===== config.mk =====
export PLATFORM = sky130hd
export DESIGN_NAME = enc_stream
export DESIGN_NICKNAME = d
export VERILOG_FILES = /design/src/rtl/enc_stream.sv
export SDC_FILE = /design/constraint.sdc
export NUM_CORES = 1
export LEC_CHECK = 0
export CAP_MARGIN = 20
export CORE_MARGIN = 3
export CORE_UTILIZATION = 52
export CTS_BUF_LIST = sky130_fd_sc_hd__clkbuf_4 sky130_fd_sc_hd__clkbuf_8
export CTS_CLUSTER_DIAMETER = 120
export DETAILED_ROUTE_END_ITERATION = 16
export GPL_TIMING_DRIVEN = 1
export PLACE_DENSITY = 0.78
export SYNTH_ARGS = -nofsm -noshare
export SYNTH_HDL_FRONTEND = slang
export SYNTH_HIERARCHICAL = 1
export SYNTH_SLANG_ARGS = --single-unit

===== constraint.sdc =====
create_clock -name clk -period 5.4 [get_ports clk]
set_input_delay 0.54 -clock clk [delete_from_list [all_inputs] [get_ports clk]]
set_output_delay 0.54 -clock clk [all_outputs]
set_load 0.03 [all_outputs]

===== src/rtl/enc_stream.sv =====
// rtl/enc_stream.sv - two-stage encrypt/hash pipeline with credit-gated output FIFO; frame digest under ENC_STREAM_DIGEST_EN
module encrypt (
    input  logic [7:0] din,
    output logic [7:0] dout
);
    logic [7:0] t;
    assign t    = din ^ 8'hA5;
    assign dout = {t[4:0], t[7:5]} + 8'h3C;
endmodule

module hash (
    input  logic [7:0] din,
    output logic [7:0] dout
);
    assign dout = din ^ {din[5:0], 2'b00} ^ {3'b000, din[7:3]} ^ 8'h96;
endmodule

module enc_stream #(
    parameter int FIFO_DEPTH = 4
) (
    input  logic       clk,
    input  logic       rst_n,
    input  logic       plain_valid,
    output logic       plain_ready,
    input  logic [7:0] plain_data,
    input  logic       plain_last,
    output logic       out_valid,
    input  logic       out_ready,
    output logic [7:0] out_enc,
    output logic [7:0] out_hash,
    output logic       out_last,
    output logic [7:0] out_len,
    output logic [7:0] out_digest
);
    localparam int AW = (FIFO_DEPTH > 1) ? $clog2(FIFO_DEPTH) : 1;
    localparam int CW = AW + 1;
`ifdef ENC_STREAM_DIGEST_EN
    localparam int EW = 33;
`else
    localparam int EW = 25;
`endif

    logic          run;
    logic [7:0]    len_cnt;
    logic          s1_valid, s1_last;
    logic [7:0]    s1_enc, s1_len;
    logic          s2_valid, s2_last;
    logic [7:0]    s2_enc, s2_hash, s2_len;
    logic [7:0]    enc_c, hash_c;
    logic [AW-1:0] wr_ptr, rd_ptr;
    logic [CW-1:0] count;
    logic [CW+1:0] inflight;
    logic          accept, pop, push;
    logic [EW-1:0] s2_entry, rd_entry;
    logic [EW-1:0] mem [FIFO_DEPTH];

    encrypt u_encrypt (.din(plain_data), .dout(enc_c));
    hash    u_hash    (.din(s1_enc),     .dout(hash_c));

    // Credits cover every byte already past the input so the FIFO can always absorb S2.
    assign inflight    = (CW+2)'(count) + (CW+2)'(s1_valid) + (CW+2)'(s2_valid);
    assign plain_ready = run && (inflight < (CW+2)'(FIFO_DEPTH));
    assign accept      = plain_valid && plain_ready;
    assign push        = s2_valid;
    assign out_valid   = (count != '0);
    assign pop         = out_valid && out_ready;

    always_ff @(posedge clk or negedge rst_n) begin
        if (!rst_n) begin
            run      <= 1'b0;
            len_cnt  <= 8'd0;
            s1_valid <= 1'b0;
            s1_last  <= 1'b0;
            s1_enc   <= 8'd0;
            s1_len   <= 8'd0;
            s2_valid <= 1'b0;
            s2_last  <= 1'b0;
            s2_enc   <= 8'd0;
            s2_hash  <= 8'd0;
            s2_len   <= 8'd0;
        end else begin
            run      <= 1'b1;
            s1_valid <= accept;
            if (accept) begin
                s1_enc  <= enc_c;
                s1_last <= plain_last;
                s1_len  <= len_cnt + 8'd1;
                len_cnt <= plain_last ? 8'd0 : len_cnt + 8'd1;
            end
            s2_valid <= s1_valid;
            if (s1_valid) begin
                s2_enc  <= s1_enc;
                s2_hash <= hash_c;
                s2_last <= s1_last;
                s2_len  <= s1_len;
            end
        end
    end

`ifdef ENC_STREAM_DIGEST_EN
    logic [7:0] dig_acc, s2_digest;

    always_ff @(posedge clk or negedge rst_n) begin
        if (!rst_n) begin
            dig_acc   <= 8'd0;
            s2_digest <= 8'd0;
        end else if (s1_valid) begin
            s2_digest <= dig_acc ^ hash_c;
            dig_acc   <= s1_last ? 8'd0 : (dig_acc ^ hash_c);
        end
    end

    assign s2_entry   = {s2_digest, s2_last, s2_len, s2_hash, s2_enc};
    assign out_digest = out_valid ? rd_entry[32:25] : 8'd0;
`else
    assign s2_entry   = {s2_last, s2_len, s2_hash, s2_enc};
    assign out_digest = 8'd0;
`endif

    always_ff @(posedge clk) begin
        if (push)
            mem[wr_ptr] <= s2_entry;
    end

    always_ff @(posedge clk or negedge rst_n) begin
        if (!rst_n) begin
            wr_ptr <= '0;
            rd_ptr <= '0;
            count  <= '0;
        end else begin
            if (push)
                wr_ptr <= wr_ptr + AW'(1);
            if (pop)
                rd_ptr <= rd_ptr + AW'(1);
            case ({push, pop})
                2'b10:   count <= count + CW'(1);
                2'b01:   count <= count - CW'(1);
                default: count <= count;
            endcase
        end
    end

    // Outputs are forced to zero whenever nothing is buffered, which also covers reset.
    assign rd_entry = mem[rd_ptr];
    assign out_enc  = out_valid ? rd_entry[7:0]   : 8'd0;
    assign out_hash = out_valid ? rd_entry[15:8]  : 8'd0;
    assign out_len  = out_valid ? rd_entry[23:16] : 8'd0;
    assign out_last = out_valid ? rd_entry[24]    : 1'b0;
endmodule


==> results_dict.tcl, run 1 <==
set metrics [dict create \
    status "completed" \
    vias_per_cell 5.32 \
    clk_pin_slew_ns 0.08 \
    layout.nets 473 \
    fmax_mhz 318 \
    cpLargestDelayFamily "buffers and inverters" \
    cp-startpoint "rd_ptr[0]" \
    cts_num_sinks 160 \
    power_switching_share_pct 33.3 \
    p_leak_nw 2.97 \
    grt_pass1_vias 3426 \
    r2r_start "count[0]" \
    final-setup-viol-count 0 \
    slew_violations 0 \
    htree_levels 4 \
    p_sw_mw 1.38 \
    drtAntennaViolNets 0 \
    rr_worst_depth 8 \
    grt-ovfl-total 0 \
    synthCells 405 \
    synth_xor_xnor_area_share_pct 3.51 \
    routed_wl_um 10900 \
    syn_avg_cell_area_um2 16.5 \
    place_congestion 0.746 \
    tns_ns 0 \
    grt_max_degree 61 \
    finish.instance_area_mm2 0.00762 \
    clockBufferDepth 2 \
    synth_mux_area_share_pct 13.8 \
    cp_data_required_time_ns 4.86 \
    yosysWarnings 6 \
    start_util_pct 54.4 \
    rsz0062_at_grt "no" \
    vias 3360 \
    min_period_ns 3.15 \
    track_usage_pct 16.4 \
    cpMaxStageDelayCell "mux4_1" \
    p_int_mw 2.77 \
    maxCapViolCount 0 \
    num_antenna_cells 0 \
    max_stage_delay_ns 0.65 \
    crit_fanout 27 \
    die_area_mm2 0.0143 \
    hold_path.class "input pin to asynchronous set/reset pin" \
    worst_pin_slew_ns 0.757 \
    die_height_um 120 \
    antenna_found_initial 0 \
    cts-buffers-inserted 17 \
    cts_setup_buffers 0 \
    power.density_mw_per_mm2 545 \
    power_frac_comb_pct 34.5 \
    cp-end-kind "primary output" \
    post_cts_resize_count 0 \
    clockRootBuffer "clkbuf_8" \
    die_w_um 120 \
    synth_edf_count 100 \
    synth_top_family_by_area "multiplexers" \
    fp-row-count 40 \
    yosys_most_used_dff "edfxtp_1" \
    crit_chain "buf_4, mux4_1, and2_1, clkdlybuf4s50_1" \
    seq_power_share_pct 44.6 \
    io_pins 48 \
    max_slew_margin_pct 49.5 \
    coreArea_mm2 0.0123 \
    syn_to_final_growth_pct 13.7 \
    ir_drop_mv 0.201 \
    ys_seq_area_share_pct 67.2 \
    crit_path_start_kind "flip-flop" \
    hold_viol 0 \
    synth_compound_area_share_pct 2.71 \
    insertion_delay_ns 0.44 \
    cts_tree "yes" \
    arrival_ns 2.61 \
    ctsHoldBuffers 0 \
    post_dp_cell_area_mm2 0.00719 \
    p_clk_share_pct 20.9 \
    synth_cell_type_count 44 \
    synth_seq_cells 160 \
    cp.buffers_inverters 2 \
    critical_path_class "flip-flop to primary output" \
    dpl.hpwl_um 6930 \
    final_layout_size_suffix_gt1_share_pct 17.2 \
    grt_pass1_wl_um 17900 \
    skew_ns 0.00899 \
    synth_simple_gate_area_share_pct 7.34 \
    detail_route.wl_per_cell_um 17.2 \
    io_buffers 39 \
    synth_fa_ha_area_share_pct 1.79 \
    drc 0 \
    path_depth 4 \
    finalCritPeriodShare_pct 58.3 \
    synth_area_mm2 0.00670 \
    initialDrtViolationCount 218 \
    dr.pass1.iters 4 \
    synth_async_sr_flop_share_pct 37.5 \
]
-- kinds of logic (layout without fill, tap and decap cells) --
group | count (synthesis) | in the layout
flops | 160 | 160
simple gates | 95 | 95
mux | 51 | 51
buf+inv | 38 | 90
compound gates | 28 | 28
xor+xnor | 22 | 22
fa+ha+maj | 9 | 9
other cells | 2 | 9
-- through the flow --
| stage | power (mW) | util [%] | setup slack (ns) | hold slack (ns) | cells |
|---|---|---|---|---|---|
| 2_1_floorplan | 2.84 | - | 3.39 | 0.244 | 412 |
| 3_3_place_gp | 3.25 | 58.4 | 2.56 | 0.459 | 599 |
| 3_5_place_dp | 3.31 | 58.4 | 2.51 | 0.467 | 599 |
| 4_1_cts | 4.17 | 61.7 | 2.03 | 0.253 | 631 |
| 5_1_grt | 4.37 | 61.9 | 2.14 | 0.279 | 632 |
| 6_report | 4.15 | 61.9 | 2.25 | 0.242 | 632 |
-- power by group through the flow --
stage                     combinational, mW  clock [mW]  sequential, mW
after floorplan                        1.05           0            1.78
after global placement                 1.37           0            1.88
after detailed placement               1.40           0            1.91
after CTS                              1.41       0.883            1.88
after global routing                   1.54       0.941            1.89
final                                  1.43       0.866            1.85
-- worst reg2reg max path, cell delays in order, from the launching register on --
cell and delay [ns]:
dfrtp_1 0.42, or3_1 0.59, and2_1 0.31, ha_1 0.23
inv_1 0.07, fa_1 0.37, xor2_1 0.15, nor2_1 0.11
xnor2_1 0.12
-- cell usage in the layout (no fill, tap or decap), types with 9 or more instances in the layout --
cell type / netlist / final
edfxtp_1: 100 / 100
dfrtp_1: 60 / 60
nand2_1: 43 / 43
clkdlybuf4s50_1: 0 / 38
and2_1: 30 / 30
mux2_2: 25 / 25
mux4_1: 19 / 19
clkbuf_8: 0 / 18
o21ai_0: 14 / 14
xor2_1: 12 / 12
inv_1: 9 / 9
conb_1: 2 / 9
-- cells in the mapped netlist (3+ instances only) --
cell	n	area share [%]
nor2_1	8	0.45
edfxtp_1	100	45
o31ai_1	3	0.34
mux2_2	25	4.2
mux4_2	6	2.0
mux4_1	19	7.5
buf_4	13	1.5
o21ai_0	14	1.0
dfrtp_1	60	22
nand2_1	43	2.4
buf_2	7	0.52
and2_1	30	2.8
xor2_1	12	1.6
a31oi_1	3	0.28
clkbuf_1	5	0.28
ha_1	8	1.5
xnor2_1	7	0.92
inv_1	9	0.50
-- state kept, by name, indices dropped and copies added (netlist names), 3 cells and up --
| signal | flops |
|---|---|
| count | 3 |
| s2_len | 8 |
| s2_hash | 8 |
| s1_len | 8 |
| len_cnt | 8 |
| s1_enc | 8 |
| s2_enc | 8 |
| mem | 100 |
-- final timing paths --
check | endpoint | slack (ns)
max | out_enc[6] | 2.25
min | count[2] | 0.24
max reg2reg | count[2] | 2.97
min reg2reg | s1_last | 0.48
max in group asynchronous | s2_hash[1] | 4.66
min in group clk | s1_last | 0.48
-- area by class of cell --
cell class                 count  area [um^2]
tap                          168          210
sequential                   160         4500
timing repair buffer          48          473
fill                         916         4690
multi-input combinational    214         1990
inverter                      10         38.8
clock buffer                  18          248
clock inverter                14          158
-- per-layer routing --
layer	up-vias	wire length (um)	GRT usage, %	share of wire, %
met3	14	528	4.34	4.9
met4	0	163	5.94	1.5
li1	1571	-	-	-
met1	1683	4790	21.5	44
met5	-	0	0	0
met2	92	5370	26.8	49
No activity file was read; power rests on OpenSTA's default activity.
==> inputs of run 2 (changes only) <==
==> constraint.sdc (replaced) <==
create_clock -name clk -period 3.05 [get_ports clk]
set_input_delay 0.305 -clock clk [delete_from_list [all_inputs] [get_ports clk]]
set_output_delay 0.305 -clock clk [all_outputs]
set_load 0.03 [all_outputs]
==> run 2 against run 1 <==
Compared with the run above: worst setup slack lost 1.9 ns; design area rose by 0.48%; routed wire length grew 1.6%; via count increased by 1.7%; clock power rose by 95%; count of clock-buffer cells in the layout fell by 1; first-iteration DRC count is 15% lower; register-to-register slack got worse by 2.2 ns; sequential share of layout area is 0.28 points lower; global-route usage is 0.40 points higher; largest cell class unchanged.
==> results_dict.tcl, run 2 (same netlist as run 1, synthesis figures left out) <==
set metrics [dict create \
    dpl.hpwl_um 6870 \
    layout.nets 474 \
    worst_pin_slew_ns 0.752 \
    p_leak_nw 2.99 \
    seq_power_share_pct 43.5 \
    cts_num_sinks 160 \
    cp.buffers_inverters 2 \
    detail_route.wl_per_cell_um 17.4 \
    final_common_cell "edfxtp_1" \
    fmax_mhz 365 \
    cpMaxStageDelayCell "clkdlybuf4s50_1" \
    grt_max_degree 61 \
    syn_to_final_growth_pct 14.3 \
    htree_levels 4 \
    hold_path.class "input pin to asynchronous set/reset pin" \
    multiInputGateArea_mm2 0.00199 \
    maxCapViolCount 0 \
    die_height_um 120 \
    grt_pass1_vias 3417 \
    drc 0 \
    rsz0062_at_grt "no" \
    ir_drop_mv 0.368 \
    coreArea_mm2 0.0123 \
    num_antenna_cells 0 \
    crit_fanout 16 \
    initialDrtViolationCount 186 \
    power_switching_share_pct 32.9 \
    largest_reg_flops 100 \
    nFillCells 894 \
    cpLargestDelayFamily "buffers and inverters" \
    slew_violations 0 \
    post_cts_resize_count 0 \
    max_slew_margin_pct 49.9 \
    final-setup-viol-count 0 \
    critical_path_class "flip-flop to primary output" \
    tns_ns 0 \
    power_frac_comb_pct 34.1 \
    antenna_found_initial 0 \
    post_dp_cell_area_mm2 0.00721 \
    mostFrequentLayoutCells "100 x edfxtp_1, 60 x dfrtp_1, 43 x nand2_1" \
    grt_pass1_wl_um 18200 \
    clockRootBuffer "clkbuf_8" \
    crit_path_start_kind "flip-flop" \
    dr.pass1.iters 4 \
    hold_viol 0 \
    cts-buffers-inserted 17 \
    min_period_ns 2.74 \
    start_util_pct 54.4 \
    finalCritPeriodShare_pct 89.8 \
    cp_data_required_time_ns 2.74 \
    cts_setup_buffers 0 \
    vias 3418 \
    status "completed" \
    cp-end-kind "primary output" \
    die_w_um 120 \
    seqCellArea_mm2 0.00450 \
    max_stage_delay_ns 0.58 \
    insertion_delay_ns 0.44 \
    io_buffers 39 \
    io_pins 48 \
    power.density_mw_per_mm2 983 \
    p_int_mw 5.05 \
    fp-row-count 40 \
    finish.instance_area_mm2 0.00766 \
    top_register "mem" \
    grt-ovfl-total 0 \
    p_sw_mw 2.48 \
    skew_ns 0.00803 \
    crit_chain "or3_1, buf_4, and2_1, clkdlybuf4s50_1" \
    routed_wl_um 11000 \
    p_clk_share_pct 22.4 \
    die_area_mm2 0.0143 \
    drtAntennaViolNets 0 \
    vias_per_cell 5.40 \
    final_layout_size_suffix_gt1_share_pct 17.4 \
    clockBufferDepth 2 \
    track_usage_pct 16.8 \
    cts_tree "yes" \
    place_congestion 0.712 \
    arrival_ns 2.43 \
    ctsHoldBuffers 0 \
    clk_pin_slew_ns 0.08 \
]
[run 2: stage by stage]
stage | power [mW] | util [%] | hold WS (ns) | worst slack, ns | instances
2_1_floorplan | 5.02 | - | 0.00941 | 1.11 | 412
3_3_place_gp | 5.81 | 58.6 | 0.462 | 0.800 | 601
3_5_place_dp | 5.92 | 58.6 | 0.471 | 0.757 | 601
4_1_cts | 7.61 | 62.2 | 0.0179 | 0.260 | 633
5_1_grt | 7.91 | 62.2 | 0.0546 | 0.208 | 633
6_report | 7.53 | 62.2 | 0.0112 | 0.311 | 633
[run 2: metal layers]
metal	share of wire, %	track usage, %	vias to the layer above	wire [um]
met5	0	0	-	0
met4	1.5	6.73	0	163
met3	4.4	3.96	16	485
met2	51	27.1	84	5600
met1	43	22.4	1742	4780
li1	-	-	1576	-
[run 2: final cells by class]
cell class	count	share of cell area [%]
clock inverters	15	2.71
clock buffers	17	3.06
flip-flops and latches	160	58.8
well taps	168	2.75
repair buffers	49	6.18
multi-input cells	214	26.0
inverters	10	0.507
[run 2: path summary, 6_finish.rpt]
| path | start | end | slack [ns] | depth (start not counted) |
|---|---|---|---|---|
| worst max register to register | count[0] | count[1] | 0.78 | 6 |
| worst max-delay path | count[0] | out_enc[2] | 0.31 | 4 |
| min in group clk | plain_data[6] | s1_enc[1] | 0.40 | 3 |
| worst min-delay path | rst_n | run | 0.01 | 2 |
| max in group asynchronous | rst_n | s1_enc[1] | 2.55 | 2 |
| worst min register to register | s1_last | s1_last | 0.48 | 2 |
[run 2: power groups by stage]
stage	registers (mW)	logic, mW	clock network, mW
6_report	3.27	2.57	1.69
5_1_grt	3.34	2.76	1.81
4_1_cts	3.27	2.62	1.72
3_5_place_dp	3.32	2.60	0
3_3_place_gp	3.27	2.54	0
2_1_floorplan	3.16	1.86	0
